===== src/rtl/bpu_pkg.sv =====
// Shared branch-predictor definitions: counter encodings, counter update rule
// and the PHT controller state encoding.
package bpu_pkg;

    localparam logic [1:0] SNT = 2'b00;  // strongly not-taken
    localparam logic [1:0] WNT = 2'b01;  // weakly not-taken (post-clear value)
    localparam logic [1:0] WT  = 2'b10;  // weakly taken
    localparam logic [1:0] ST  = 2'b11;  // strongly taken

    typedef enum logic [0:0] {
        CLEAR = 1'b0,
        RUN   = 1'b1
    } pht_state_e;

    // Two-bit saturating counter step toward the resolved direction.
    function automatic logic [1:0] ctr_next(input logic [1:0] ctr, input logic taken);
        logic [1:0] res;
        if (taken) begin
            if (ctr == ST) res = ST;
            else           res = ctr + 2'b01;
        end else begin
            if (ctr == SNT) res = SNT;
            else            res = ctr - 2'b01;
        end
        return res;
    endfunction

endpackage


===== src/rtl/gshare_pht_if.sv =====
// Fetch-side lookup and resolution-side update bundle of the gshare predictor.
interface gshare_pht_if #(
    parameter int ADDR_WIDTH = 8,
    parameter int GHR_WIDTH  = 8
);
    logic                  stall;
    logic                  pred_valid;
    logic [31:0]           pred_pc;
    logic                  pred_ready;
    logic                  pred_resp_valid;
    logic                  pred_taken;
    logic [1:0]            pred_ctr;
    logic [ADDR_WIDTH-1:0] pred_idx;
    logic [GHR_WIDTH-1:0]  pred_ghr;
    logic                  upd_valid;
    logic [ADDR_WIDTH-1:0] upd_idx;
    logic [1:0]            upd_ctr;
    logic                  upd_taken;
    logic                  upd_mispredict;
    logic [GHR_WIDTH-1:0]  upd_ghr;

    // Fetch / resolve logic side.
    modport master (
        output stall, pred_valid, pred_pc,
        output upd_valid, upd_idx, upd_ctr, upd_taken, upd_mispredict, upd_ghr,
        input  pred_ready, pred_resp_valid, pred_taken, pred_ctr, pred_idx, pred_ghr
    );

    // Predictor side.
    modport slave (
        input  stall, pred_valid, pred_pc,
        input  upd_valid, upd_idx, upd_ctr, upd_taken, upd_mispredict, upd_ghr,
        output pred_ready, pred_resp_valid, pred_taken, pred_ctr, pred_idx, pred_ghr
    );
endinterface


===== src/rtl/sp_bram.sv =====
// Block RAM with one write port and one registered read port. A read and a
// write to the same address in one cycle return the old contents; the caller
// handles forwarding. Only the read register is reset; the array is not.
module sp_bram #(
    parameter int ADDR_WIDTH = 8,
    parameter int DATA_WIDTH = 2
) (
    input  logic                  clk,
    input  logic                  rst,
    input  logic                  wea,
    input  logic [ADDR_WIDTH-1:0] addra,
    input  logic [DATA_WIDTH-1:0] dina,
    input  logic                  enb,
    input  logic [ADDR_WIDTH-1:0] addrb,
    output logic [DATA_WIDTH-1:0] doutb
);

    logic [DATA_WIDTH-1:0] mem_r [0:(1 << ADDR_WIDTH)-1];
    logic [DATA_WIDTH-1:0] doutb_r;

    // Write port.
    always_ff @(posedge clk) begin
        if (wea) mem_r[addra] <= dina;
    end

    // Read port; output holds when not enabled.
    always_ff @(posedge clk or posedge rst) begin
        if (rst)      doutb_r <= '0;
        else if (enb) doutb_r <= mem_r[addrb];
    end

    assign doutb = doutb_r;

endmodule


===== src/rtl/gshare_pht.sv =====
// Gshare direction predictor: PC xor global history indexes a 2-bit counter
// table. Lookups answer one cycle later; resolved branches write the stepped
// counter back and repair the history on a mispredict. After reset the table
// is swept to weakly-not-taken before lookups are accepted.
module gshare_pht
    import bpu_pkg::*;
#(
    parameter int ADDR_WIDTH = 8,
    parameter int GHR_WIDTH  = 8,
    parameter int PC_LSB     = 2
) (
    input  logic       clk,
    input  logic       rst,
    gshare_pht_if.slave bus
);

    localparam logic [ADDR_WIDTH-1:0] CLR_LAST = {ADDR_WIDTH{1'b1}};
    localparam logic [ADDR_WIDTH-1:0] CLR_STEP = ADDR_WIDTH'(1);

    // Shift one outcome into the history, dropping the oldest bit.
    function automatic logic [GHR_WIDTH-1:0] ghr_shift(input logic [GHR_WIDTH-1:0] hist,
                                                       input logic bit_in);
        logic [GHR_WIDTH-1:0] res;
        res    = hist << 1'b1;
        res[0] = bit_in;
        return res;
    endfunction

    // History zero-extended to index width, occupying the low bits.
    function automatic logic [ADDR_WIDTH-1:0] ghr_ext(input logic [GHR_WIDTH-1:0] hist);
        logic [ADDR_WIDTH-1:0] res;
        res                 = '0;
        res[GHR_WIDTH-1:0]  = hist;
        return res;
    endfunction

    pht_state_e            state_r, state_next_s;
    logic [ADDR_WIDTH-1:0] clr_cnt_r, clr_cnt_next_s;
    logic                  ready_r;
    logic [GHR_WIDTH-1:0]  ghr_r, ghr_next_s;
    logic                  shift_pend_r, shift_pend_next_s;

    logic                  run_s, accept_s, upd_wr_s, repair_s;
    logic [ADDR_WIDTH-1:0] hash_idx_s;
    logic [1:0]            upd_data_s;

    logic                  bram_we_s;
    logic [ADDR_WIDTH-1:0] bram_waddr_s;
    logic [1:0]            bram_wdata_s;
    logic [1:0]            bram_rdata_s;

    logic                  resp_valid_r;
    logic [ADDR_WIDTH-1:0] resp_idx_r;
    logic [GHR_WIDTH-1:0]  resp_ghr_r;
    logic                  byp_hit_r;
    logic [1:0]            byp_data_r;
    logic [1:0]            resp_ctr_s;
    logic                  pc_unused_s;

    assign run_s      = (state_r == RUN);
    assign accept_s   = bus.pred_valid & ready_r & ~bus.stall;
    assign upd_wr_s   = run_s & bus.upd_valid;
    assign repair_s   = upd_wr_s & bus.upd_mispredict;
    assign hash_idx_s = bus.pred_pc[PC_LSB +: ADDR_WIDTH] ^ ghr_ext(ghr_r);
    assign upd_data_s = ctr_next(bus.upd_ctr, bus.upd_taken);
    assign pc_unused_s = ^{bus.pred_pc, bus.upd_ghr};

    // Controller state, sweep pointer and ready flag.
    always_ff @(posedge clk or posedge rst) begin
        if (rst) begin
            state_r   <= CLEAR;
            clr_cnt_r <= '0;
            ready_r   <= 1'b0;
        end else begin
            state_r   <= state_next_s;
            clr_cnt_r <= clr_cnt_next_s;
            ready_r   <= (state_next_s == RUN);
        end
    end

    // Sweep sequencing: terminal compare on the last entry, pointer wraps to 0.
    always_comb begin
        state_next_s   = state_r;
        clr_cnt_next_s = clr_cnt_r;
        case (state_r)
            CLEAR: begin
                if (clr_cnt_r == CLR_LAST) begin
                    state_next_s   = RUN;
                    clr_cnt_next_s = '0;
                end else begin
                    clr_cnt_next_s = clr_cnt_r + CLR_STEP;
                end
            end
            RUN: begin
                state_next_s = RUN;
            end
            default: begin
                state_next_s   = CLEAR;
                clr_cnt_next_s = '0;
            end
        endcase
    end

    // Table write port is owned by the sweep while clearing, by updates after.
    always_comb begin
        bram_we_s    = 1'b0;
        bram_waddr_s = bus.upd_idx;
        bram_wdata_s = upd_data_s;
        case (state_r)
            CLEAR: begin
                bram_we_s    = 1'b1;
                bram_waddr_s = clr_cnt_r;
                bram_wdata_s = WNT;
            end
            RUN: begin
                bram_we_s    = bus.upd_valid;
                bram_waddr_s = bus.upd_idx;
                bram_wdata_s = upd_data_s;
            end
            default: begin
                bram_we_s    = 1'b0;
            end
        endcase
    end

    // History: repair wins; otherwise the pending prediction is shifted in on
    // the first unstalled cycle after its lookup, and a stall freezes it.
    always_comb begin
        ghr_next_s        = ghr_r;
        shift_pend_next_s = shift_pend_r;
        if (repair_s) begin
            ghr_next_s        = ghr_shift(bus.upd_ghr, bus.upd_taken);
            shift_pend_next_s = 1'b0;
        end else if (bus.stall) begin
            ghr_next_s        = ghr_r;
            shift_pend_next_s = shift_pend_r;
        end else begin
            if (shift_pend_r) ghr_next_s = ghr_shift(ghr_r, resp_ctr_s[1]);
            else              ghr_next_s = ghr_r;
            shift_pend_next_s = accept_s;
        end
    end

    // History registers.
    always_ff @(posedge clk or posedge rst) begin
        if (rst) begin
            ghr_r        <= '0;
            shift_pend_r <= 1'b0;
        end else begin
            ghr_r        <= ghr_next_s;
            shift_pend_r <= shift_pend_next_s;
        end
    end

    // Response pipeline and same-cycle write forwarding, captured on accept.
    always_ff @(posedge clk or posedge rst) begin
        if (rst) begin
            resp_valid_r <= 1'b0;
            resp_idx_r   <= '0;
            resp_ghr_r   <= '0;
            byp_hit_r    <= 1'b0;
            byp_data_r   <= '0;
        end else begin
            if (!bus.stall) resp_valid_r <= accept_s;
            if (accept_s) begin
                resp_idx_r <= hash_idx_s;
                resp_ghr_r <= ghr_r;
                byp_hit_r  <= upd_wr_s && (bus.upd_idx == hash_idx_s);
                byp_data_r <= upd_data_s;
            end
        end
    end

    // Counter returned: forwarded write data, else the table read.
    always_comb begin
        resp_ctr_s = bram_rdata_s;
        if (byp_hit_r) resp_ctr_s = byp_data_r;
        else           resp_ctr_s = bram_rdata_s;
    end

    sp_bram #(
        .ADDR_WIDTH (ADDR_WIDTH),
        .DATA_WIDTH (2)
    ) u_pht (
        .clk   (clk),
        .rst   (rst),
        .wea   (bram_we_s),
        .addra (bram_waddr_s),
        .dina  (bram_wdata_s),
        .enb   (accept_s),
        .addrb (hash_idx_s),
        .doutb (bram_rdata_s)
    );

    assign bus.pred_ready      = ready_r;
    assign bus.pred_resp_valid = resp_valid_r;
    assign bus.pred_taken      = resp_ctr_s[1];
    assign bus.pred_ctr        = resp_ctr_s;
    assign bus.pred_idx        = resp_idx_r;
    assign bus.pred_ghr        = resp_ghr_r;

endmodule


===== src/flat_wrapper.sv =====
// flat-port wrapper written by rule: the top's interface ports become plain ports
module gshare_pht_flat import bpu_pkg::*;
#(
    parameter int ADDR_WIDTH = 8,
    parameter int GHR_WIDTH  = 8,
    parameter int PC_LSB     = 2
)
  (clk, rst, bus_stall, bus_pred_valid, bus_pred_pc, bus_upd_valid, bus_upd_idx, bus_upd_ctr, bus_upd_taken, bus_upd_mispredict, bus_upd_ghr, bus_pred_ready, bus_pred_resp_valid, bus_pred_taken, bus_pred_ctr, bus_pred_idx, bus_pred_ghr);
  gshare_pht_if #(.ADDR_WIDTH(ADDR_WIDTH), .GHR_WIDTH(GHR_WIDTH)) bus_i ();
  input  logic clk;
  input  logic rst;
  input wire logic [$bits(bus_i.stall)-1:0] bus_stall;
  input wire logic [$bits(bus_i.pred_valid)-1:0] bus_pred_valid;
  input wire logic [$bits(bus_i.pred_pc)-1:0] bus_pred_pc;
  input wire logic [$bits(bus_i.upd_valid)-1:0] bus_upd_valid;
  input wire logic [$bits(bus_i.upd_idx)-1:0] bus_upd_idx;
  input wire logic [$bits(bus_i.upd_ctr)-1:0] bus_upd_ctr;
  input wire logic [$bits(bus_i.upd_taken)-1:0] bus_upd_taken;
  input wire logic [$bits(bus_i.upd_mispredict)-1:0] bus_upd_mispredict;
  input wire logic [$bits(bus_i.upd_ghr)-1:0] bus_upd_ghr;
  output wire logic [$bits(bus_i.pred_ready)-1:0] bus_pred_ready;
  output wire logic [$bits(bus_i.pred_resp_valid)-1:0] bus_pred_resp_valid;
  output wire logic [$bits(bus_i.pred_taken)-1:0] bus_pred_taken;
  output wire logic [$bits(bus_i.pred_ctr)-1:0] bus_pred_ctr;
  output wire logic [$bits(bus_i.pred_idx)-1:0] bus_pred_idx;
  output wire logic [$bits(bus_i.pred_ghr)-1:0] bus_pred_ghr;
  assign bus_i.stall = bus_stall;
  assign bus_i.pred_valid = bus_pred_valid;
  assign bus_i.pred_pc = bus_pred_pc;
  assign bus_i.upd_valid = bus_upd_valid;
  assign bus_i.upd_idx = bus_upd_idx;
  assign bus_i.upd_ctr = bus_upd_ctr;
  assign bus_i.upd_taken = bus_upd_taken;
  assign bus_i.upd_mispredict = bus_upd_mispredict;
  assign bus_i.upd_ghr = bus_upd_ghr;
  assign bus_pred_ready = bus_i.pred_ready;
  assign bus_pred_resp_valid = bus_i.pred_resp_valid;
  assign bus_pred_taken = bus_i.pred_taken;
  assign bus_pred_ctr = bus_i.pred_ctr;
  assign bus_pred_idx = bus_i.pred_idx;
  assign bus_pred_ghr = bus_i.pred_ghr;
  gshare_pht #(.ADDR_WIDTH(ADDR_WIDTH), .GHR_WIDTH(GHR_WIDTH), .PC_LSB(PC_LSB)) u_core (.clk(clk), .rst(rst), .bus(bus_i));
endmodule

===== config.mk =====
export PLATFORM = sky130hd
export DESIGN_NAME = gshare_pht_flat
export DESIGN_NICKNAME = d
export VERILOG_FILES = /design/src/rtl/bpu_pkg.sv /design/src/rtl/gshare_pht_if.sv /design/src/rtl/sp_bram.sv /design/src/rtl/gshare_pht.sv /design/src/flat_wrapper.sv
export SDC_FILE = /design/constraint.sdc
export NUM_CORES = 1
export LEC_CHECK = 0
export CAP_MARGIN = 20
export CORE_ASPECT_RATIO = 0.7
export CORE_MARGIN = 4
export CORE_UTILIZATION = 45
export CTS_BUF_LIST = sky130_fd_sc_hd__clkbuf_16
export DETAILED_ROUTE_END_ITERATION = 8
export PLACE_DENSITY_LB_ADDON = 0.3
export SETUP_SLACK_MARGIN = 0.1
export SLEW_MARGIN = 20
export SYNTH_ARGS = -nofsm -noshare
export SYNTH_HDL_FRONTEND = slang
export SYNTH_SLANG_ARGS = --single-unit

===== constraint.sdc =====
create_clock -name clk -period 4.9 [get_ports clk]
set_input_delay 0.98 -clock clk [delete_from_list [all_inputs] [get_ports clk]]
set_output_delay 0.98 -clock clk [all_outputs]
set_load 0.02 [all_outputs]

== Word-level counts from Yosys, hierarchy flattened ==
Memories as Yosys holds them, arrays and structs flattened. A register that Yosys moved wholly into a read port is not among the register bits.
Index checks and enable logic that the tools add are counted.
Storage, ports and cells
  memories: 1
  input port bits: 57
  RAM bits: 512
  flip-flop bits (word level): 38
  logic and storage cells: 45
  output and inout bits: 21
Operators by class
  bitwise gates (word level): 7
  equal/unequal tests: 4
  add/subtract/negate cells: 3
  reductions and logical operators: 4
  muxes and demuxes: 17
Memories
  u_core.u_pht.mem_r: words 256, bits a word 2, rd ports 1, clocked after memory_dff 1, write ports 1, RTL line sp_bram.sv:18  | logic [DATA_WIDTH-1:0] mem_r [0:(1 << ADDR_WIDTH)-1];
Operator list (count)
  $mux 8: 4
  $pmux 8 s2: 1
  $add 8x1->8 const B: 1
  $eq 8x8->1: 1
  $eq 8x8->1 const B: 1
  $mux 2: 4
  $xor 8x8->8: 1
  $mux 1: 5
  $and 1x1->1: 4
  $pmux 1 s2: 2
  $pmux 2 s2: 1
  $add 2x1->2 const B: 1
  $eq 2x2->1 const B: 1
  $logic_not 2->1: 1
  $ne 2x1->1 const B: 1
  $not 1->1: 2
  $reduce_and 2->1: 1
  $reduce_bool 2->1: 1
  $sub 2x1->2 const B: 1
  $logic_and 1x1->1: 1

== Depth between registers and ports, before layout ==
Gate-level depths: netlist (run 1).
  word-level depth: 4
  depth in mapped cells: 11
  mapped depth without buffers: 7

== Cells and area by module ==
Synthesis (run 1) repeated with hierarchy kept, for this count alone.
Unflattened totals
  cell total of the unflattened synthesis: 1452
  area total of the unflattened synthesis: 23425.0 µm²
By module, submodules not included
  sp_bram: times used 1, seq. area each 15424.8 µm², cells an instance 1249, area an instance 21389.3 µm²
  gshare_pht: times used 1, seq. area each 950.9 µm², cells an instance 203, area an instance 2035.7 µm²

== Least setup slack after synthesis (run 1) ==
No wires, ideal clock.
  kind: input-to-reg
  start point: input port bus_upd_taken
  end point: memory u_core.u_pht.mem_r[0][1] (data pin)
  arrival time: 4.390 ns
  stages: 2
  setup time: 0.866 ns
  path slack: -0.356 ns
  data required time: 4.034 ns
  path buffers: 0
  cell sequence: maj3_1 -> and2_1
Between the ends
  cells in the longest elaborated chain, start to end: 2
Ends and longest elaborated chain
  from (decl): RTL line flat_wrapper.sv:18  | input wire logic [$bits(bus_i.upd_taken)-1:0] bus_upd_taken;
  $mux 2: RTL line bpu_pkg.sv:18  | if (taken) begin
  $pmux 2 s2: RTL line gshare_pht.sv:109  | case (state_r)
  net u_core.bram_wdata_s[1]: RTL line gshare_pht.sv:49  | logic [1:0] bram_wdata_s;
  to (decl): RTL line sp_bram.sv:18
The timed path passes the listed nets, and every way through them passes these cells.

== Final worst setup path (run 1) ==
  start point: input port bus_pred_pc[4]
  end point: register u_core.u_pht.doutb_r[0], in the netlist u_core.u_pht.doutb[0] (read register of u_core.u_pht.mem_r)
Between the ends
  cells in the longest elaborated chain, start to end: 1
Ends and longest elaborated chain
  from (decl): RTL line flat_wrapper.sv:14  | input wire logic [$bits(bus_i.pred_pc)-1:0] bus_pred_pc;
  $xor 8x8->8: RTL line gshare_pht.sv:64  | assign hash_idx_s = bus.pred_pc[PC_LSB +: ADDR_WIDTH] ^ ghr_ext(ghr_r);
  to (decl): RTL line sp_bram.sv:19  | logic [DATA_WIDTH-1:0] doutb_r;
Every way passes these cells.
A chain may end at the register's enable or synchronous reset.

==> results.yml, run 1 <==
status:
  outcome: "finished clean"
setup_path:
  cp.required_ps: 5340
  worstSetupEndpoint: "u_core.u_pht.doutb[0]"
  endpoint_kind: "flip-flop"
  crit_fanout: 16
  critical-path-slowest-cell: "xor2_4"
  critPathKind: "input port to flip-flop"
  startpoint_type: "input port"
  r2r_slack_ps: 1610
  startpoint: "bus_pred_pc[4]"
  critical_path_arrival_ps: 4160
  path_depth: 9
  rr_endpoint: "u_core.u_pht.doutb[0]"
  path_delay_family: "buffers and inverters"
  cp_slowest_stage_delay_ps: 690
  rr_worst_depth: 8
  timing.rr.start: "u_core.ghr_r[0]"
  crit_chain: "clkdlybuf4s50_1 -> xor2_4 -> buf_4 -> mux4_2 -> nor2_1 -> nor3_1 -> nor4_1 -> a2111o_1 -> o211ai_1"
  crit_buf_inv: 2
grt:
  antenna_found_initial: 0
  grt_max_degree: 122
  overflow: 0
  grt_pass1_wl_um: 85200
  grt_pass1_vias: 13300
  grt_usage_pct: 20.6
floorplan:
  pin_count: 78
  rows: 69
  design.core.area_um2: 50900
  dieHeight_um: 198
  start_util_pct: 45.6
  die-area_um2: 55300
  chipWidth_um: 279
sta:
  hold_violations: 0
  max_freq_ghz: 0.268
  worstMarginPinSlew_ps: 1000
  rsz0062_at_grt: "false"
  fin_crit_ps: 3730
  finalSetupViolCount: 0
  whs_ps: 486
  final_max_slew_viol_count: 0
  finalSetupTns_ps: 0
  finalWorstSetupSlack_ps: 1170
  clock_skew_ps: 25.4
  fin_crit_sh_pct: 76.1
  slew_headroom_pct: 32.8
place:
  place_inst: 2151
  dpl_worst_slack_ps: 653
  io_buffers: 52
  placed_area_um2: 24700
  hpwl_um: 35100
  gp_congestion: 0.821
synthesis:
  ys_seq_elements: 552
  synth_edf_count: 512
  synth_compound_area_share_pct: 3.74
  yosysMostFrequentCell: "edfxtp_1"
  synth_top_family_by_area: "multiplexers"
  synthFlopType: "edfxtp_1"
  synthMuxAreaShare_pct: 14.1
  syn_area_per_cell_um2: 16.0
  yosys_warnings: 0
  yosysSeqAreaShare_pct: 70.6
  synthTopCellsByCount: "edfxtp_1 (512), nor2_1 (285), nand2_1 (112)"
  synth_xor_xnor_area_share_pct: 1.14
  yosysTopAreaCell: "edfxtp_1"
  synth.distinct_cells: 55
  async_flop_share_pct: 7.25
  synth_top_cell_area_share_pct: 66.3
  synthSimpleGateAreaFrac_pct: 8.07
  syn_nets: 1511
  synth_fa_ha_area_share_pct: 0.0971
  netlist_instances: 1453
  synth_area_um2: 23200
  synthTopCellsByArea: "edfxtp_1 (66%), mux4_2 (9.9%), nor2_1 (4.6%)"
cts:
  clockBufferDepth: 3
  cts_root_buffer: "clkbuf_16"
  post_cts_resized: 0
  clk_pin_slew_ps: 60
  cts_tree: "built"
  clk_latency_ps: 570
  cts.sinks: 552
  cts_buffers: 50
  h-tree-depth: 2
  cts_setup_buffers: 0
  ctsHoldBuffers: 0
route:
  ant_nets: 0
  wl_um: 56500
  vias: 13300
  drtIter0Drc: 1653
  routedWlPerCell_um: 25.2
  firstDrtPassIters: 5
  drc: 0
  vias_per_cell: 5.91
pwr:
  p_per_area_nw_per_um2: 352
  power_leakage_uw: 0.00762
  max-vdd-ir-drop_mv: 0.323
final_layout:
  nets: 1587
  syn_to_final_growth_pct: 13.8
  num_antenna_cells: 0
  design_area_um2: 26400
  n_fill_cell: 4107
  drive_gt1_share_pct: 17.3
  stdcell_count: 2243
job:
  cap_violations: 0
min_path:
  worstHoldPathType: "flip-flop to flip-flop"
worst register-to-register path, delay by kind of cell (launching register included):
kind	cells	cell delay (ps)
AO/OA/AOI/OAI	4	690
XOR/XNOR	1	330
buffers and inverters	1	440
flip-flops	1	520
multiplexers	1	730
AND/OR/NAND/NOR	1	460
area by class of cell:
class | count | area (um^2) | area share, %
flip-flops and latches | 552 | 16400 | 62.0
multi-input cells | 799 | 6400 | 24.3
inverters | 13 | 48.8 | 0.185
well taps | 674 | 843 | 3.19
clock buffers | 53 | 1330 | 5.02
clock inverters | 39 | 322 | 1.22
repair buffers | 113 | 1080 | 4.09
where the power goes:
part	internal [uW]	leakage, uW	switching (uW)
registers	5070	0.00439	0
clock network	2220	0.000838	1700
logic	121	0.00239	178
layer usage:
metal | track usage [%] | vias to the layer above | wire length, um
met2 | 30.2 | 594 | 25100
met5 | 0 | - | 0
li1 | - | 5731 | -
met1 | 31.9 | 6845 | 25200
met4 | 4.63 | 0 | 1210
met3 | 4.29 | 89 | 5050
how the worst min path moves through the flow:
| stage | startpoint | endpoint | slack, ps | depth (start not counted) |
|---|---|---|---|---|
| after floorplan | u_core.byp_data_r[0] | u_core.byp_data_r[0] | 440 | 2 |
| final | u_core.bus.pred_idx[3] | u_core.bus.pred_idx[3] | 490 | 2 |
| after detailed placement | u_core.bus.pred_resp_valid | u_core.bus.pred_resp_valid | 470 | 2 |
| after global routing | u_core.bus.pred_ghr[0] | u_core.bus.pred_ghr[0] | 520 | 1 |
| after CTS | u_core.bus.pred_idx[3] | u_core.bus.pred_idx[3] | 490 | 2 |
| after global placement | u_core.bus.pred_idx[7] | u_core.bus.pred_idx[7] | 460 | 1 |
sequential cells by signal, summed over array words and instances, names as in the netlist:
| name | flops |
|---|---|
| u_core.bus.pred_ghr | 8 |
| u_core.bus.pred_idx | 8 |
| u_core.bus.pred_resp_valid | 1 |
| u_core.byp_data_r | 2 |
| u_core.byp_hit_r | 1 |
| u_core.clr_cnt_r | 8 |
| u_core.ghr_r | 8 |
| u_core.run_s | 1 |
| u_core.shift_pend_r | 1 |
| u_core.u_pht.doutb | 2 |
| u_core.u_pht.mem_r | 512 |
layout by cell type, fill, tap and decap left out, types with 4 or more instances in the layout:
master | synthesis | layout
edfxtp_1 | 512 | 512
nor2_1 | 285 | 285
nand2_1 | 112 | 111
mux4_2 | 102 | 102
clkbuf_16 | 0 | 53
buf_4 | 7 | 53
clkdlybuf4s50_1 | 0 | 52
mux2i_1 | 50 | 50
dfrtp_1 | 40 | 40
nand3_1 | 36 | 36
o21ai_0 | 24 | 24
inv_1 | 13 | 23
mux2_2 | 20 | 20
xnor2_1 | 20 | 19
o22ai_1 | 11 | 11
a21oi_1 | 11 | 11
a31oi_1 | 10 | 10
o32ai_1 | 13 | 10
a22oi_1 | 10 | 10
nand2b_1 | 9 | 9
clkinv_1 | 0 | 9
clkinv_2 | 0 | 9
a221oi_1 | 8 | 8
mux4_1 | 8 | 8
buf_12 | 1 | 8
nand4_1 | 7 | 7
o211ai_1 | 6 | 6
nor3_1 | 5 | 5
bufinv_16 | 0 | 5
a221o_1 | 4 | 4
a211oi_1 | 4 | 4
clkinvlp_4 | 0 | 4
metrics by stage:
step	util, %	total power [uW]
2_1_floorplan	-	5360
3_3_place_gp	48.6	5470
3_5_place_dp	48.7	5470
4_1_cts	51.9	9350
5_1_grt	51.9	9570
6_report	51.9	9290
logic make-up (layout without fill, tap and decap cells):
kind of cell,count (synthesis),after routing
DFF,552,552
adders and majority gates,2,2
buffers and inverters,102,218
muxes,182,182
xor gates and xnor gates,28,28
AOI/OAI and AO/OA,122,122
and+or+nand+nor,465,465
Note: power is estimated with default switching activity, not from simulation.
==> inputs of run 2 (changes only) <==
Clock period 4.9 ns to 3 ns, I/O delays scaled along.
==> run 2 against run 1 <==
Utilization increased by 2.0 points; register-to-register slack worse by 1500 ps; clock-buffer cell count down 2; clock skew down 12 ps.
==> results.yml, run 2 (synthesis gave the netlist of run 1 again) <==
grt:
  grt_usage_pct: 21.4
  grt_max_degree: 84
  overflow: 0
  antenna_found_initial: 2
  grt_pass1_vias: 13800
  grt_pass1_wl_um: 88300
final_layout:
  final_cell_mix: "edfxtp_1 (512), nor2_1 (284), buf_4 (115)"
  top_register: "u_core.u_pht.mem_r"
  nets: 1673
  largest_reg_flops: 512
  n_fill_cell: 3976
  stdcell_count: 2328
  final_common_cell: "edfxtp_1"
  multi_input_area_um2: 6400
  drive_gt1_share_pct: 21.8
  final_core_util_pct: 53.9
  final-seq-area_um2: 16400
  syn_to_final_growth_pct: 18.3
floorplan:
  chipWidth_um: 279
  pin_count: 78
  design.core.area_um2: 50900
  rows: 69
  die-area_um2: 55300
  start_util_pct: 45.6
  dieHeight_um: 198
setup_path:
  path_delay_family: "multiplexers"
  critPathKind: "flip-flop to flip-flop"
  endpoint_kind: "flip-flop"
  cp_slowest_stage_delay_ps: 500
  crit_buf_inv: 3
  crit_chain: "xnor2_4 -> buf_12 -> buf_16 -> buf_12 -> mux4_2 -> mux2i_1 -> mux2i_1 -> o211ai_1 -> a2111o_1 -> o211ai_1"
  startpoint_type: "flip-flop"
  critical-path-slowest-cell: "mux4_2"
  crit_fanout: 20
  cp.required_ps: 3440
  critical_path_arrival_ps: 3320
pwr:
  p_switching_uw: 3130
  power_frac_clock_pct: 43.5
  max-vdd-ir-drop_mv: 0.581
  p_comb_share_pct: 3.8
  p_per_area_nw_per_um2: 573
  p_int_uw: 12600
  p_sw_share_pct: 19.9
  seq_power_share_pct: 52.7
  power_leakage_uw: 0.00818
sta:
  max_freq_ghz: 0.347
  worstMarginPinSlew_ps: 969
  hold_violations: 0
  slew_headroom_pct: 35.2
  rsz0062_at_grt: "true"
  fin_crit_sh_pct: 96.0
  fin_crit_ps: 2880
  final_max_slew_viol_count: 0
  finalSetupViolCount: 0
  clock_skew_ps: 13.1
cts:
  h-tree-depth: 2
  clockBufferDepth: 3
  clk_latency_ps: 570
  cts_tree: "built"
  clk_pin_slew_ps: 70
  cts_root_buffer: "clkbuf_16"
  cts.sinks: 552
  cts_buffers: 50
place:
  gp_congestion: 0.835
  place_inst: 2236
  hpwl_um: 38900
  io_buffers: 52
route:
  firstDrtPassIters: 7
  wl_um: 59500
  routedWlPerCell_um: 25.6
  drc: 0
  vias_per_cell: 5.91
  vias: 13800
  ant_nets: 0
  drtIter0Drc: 1652
status:
  outcome: "finished clean"
min_path:
  worstHoldPathType: "input port to asynchronous set/reset pin"
job:
  cap_violations: 0
==> run 2: cell types whose count changed in the layout (fill, tap and decap cells not counted), sizes merged <==
cell	before	now
clkdlybuf4s50	52	51
dlygate4sd2	0	1
clkinvlp	4	0
bufinv	5	11
buf	61	147
clkbuf	53	51
inv	23	21
diode	0	1
==> run 2: power groups by stage <==
stage / registers [uW] / clock network, uW / logic (uW)
2_1_floorplan: 8450 / 0 / 302
3_3_place_gp: 8450 / 0 / 575
3_5_place_dp: 8450 / 0 / 585
4_1_cts: 8280 / 6930 / 595
5_1_grt: 8280 / 7270 / 632
6_report: 8280 / 6850 / 597
==> run 2: path summary, 6_finish.rpt <==
kind	startpoint	to	slack [ps]	cells after the start
setup / recovery	u_core.ghr_r[0]	u_core.u_pht.doutb[1]	120	10
hold reg to reg	u_core.bus.pred_idx[5]	u_core.bus.pred_idx[5]	490	2
min in group clk	u_core.bus.pred_idx[5]	u_core.bus.pred_idx[5]	490	2
setup reg to reg	u_core.ghr_r[0]	u_core.u_pht.doutb[1]	120	10
max in group asynchronous	rst	u_core.clr_cnt_r[7]	2100	3
hold / removal	rst	u_core.bus.pred_idx[1]	490	3
==> run 2: through the flow <==
stage / setup TNS, ps / hold WS (ps) / power (uW) / cell area (um^2) / setup WS, ps
3_5_place_dp: -1330 / 466 / 9030 / 25600 / -690
4_1_cts: 0 / 491 / 15800 / 27400 / 118
2_1_floorplan: 0 / 444 / 8750 / 23200 / 466
6_report: 0 / 486 / 15700 / 27400 / 121
5_1_grt: 0 / 524 / 16200 / 27400 / 15.8
3_3_place_gp: -1150 / 464 / 9020 / 25600 / -584
==> run 2: timing repair <==
item / 4_1_cts / 5_1_grt
hold buffers: 0 / 0
pin swaps: 3 / 2
gates resized for setup: 5 / 3
setup endpoints to repair: 2 / 28
setup buffers: 1 / 0
==> run 2: layout make-up <==
| type | count | area share, % |
|---|---|---|
| Clock buffer | 51 | 4.65 |
| Multi-Input combinational cell | 799 | 23.3 |
| Inverter | 13 | 0.178 |
| Timing Repair Buffer | 199 | 7.34 |
| Sequential cell | 552 | 59.7 |
| Antenna cell | 1 | 0.00913 |
| Tap cell | 674 | 3.08 |
| Clock inverter | 39 | 1.69 |
==> run 2: metal layers <==
metal  track usage, %  wire length, um
met1             32.3            26800
met2             31.8            25900
met3             5.52             5670
met4             4.24             1020
met5            0.171               24
==> run 2: worst register-to-register path, cell delays in order (launching register included) <==
cell and delay, ps:
dfrtp_1 450, xnor2_4 180, buf_12 160, buf_16 200, buf_12 210, mux4_2 500, mux2i_1 240, mux2i_1 160
o211ai_1 330, a2111o_1 240, o211ai_1 100
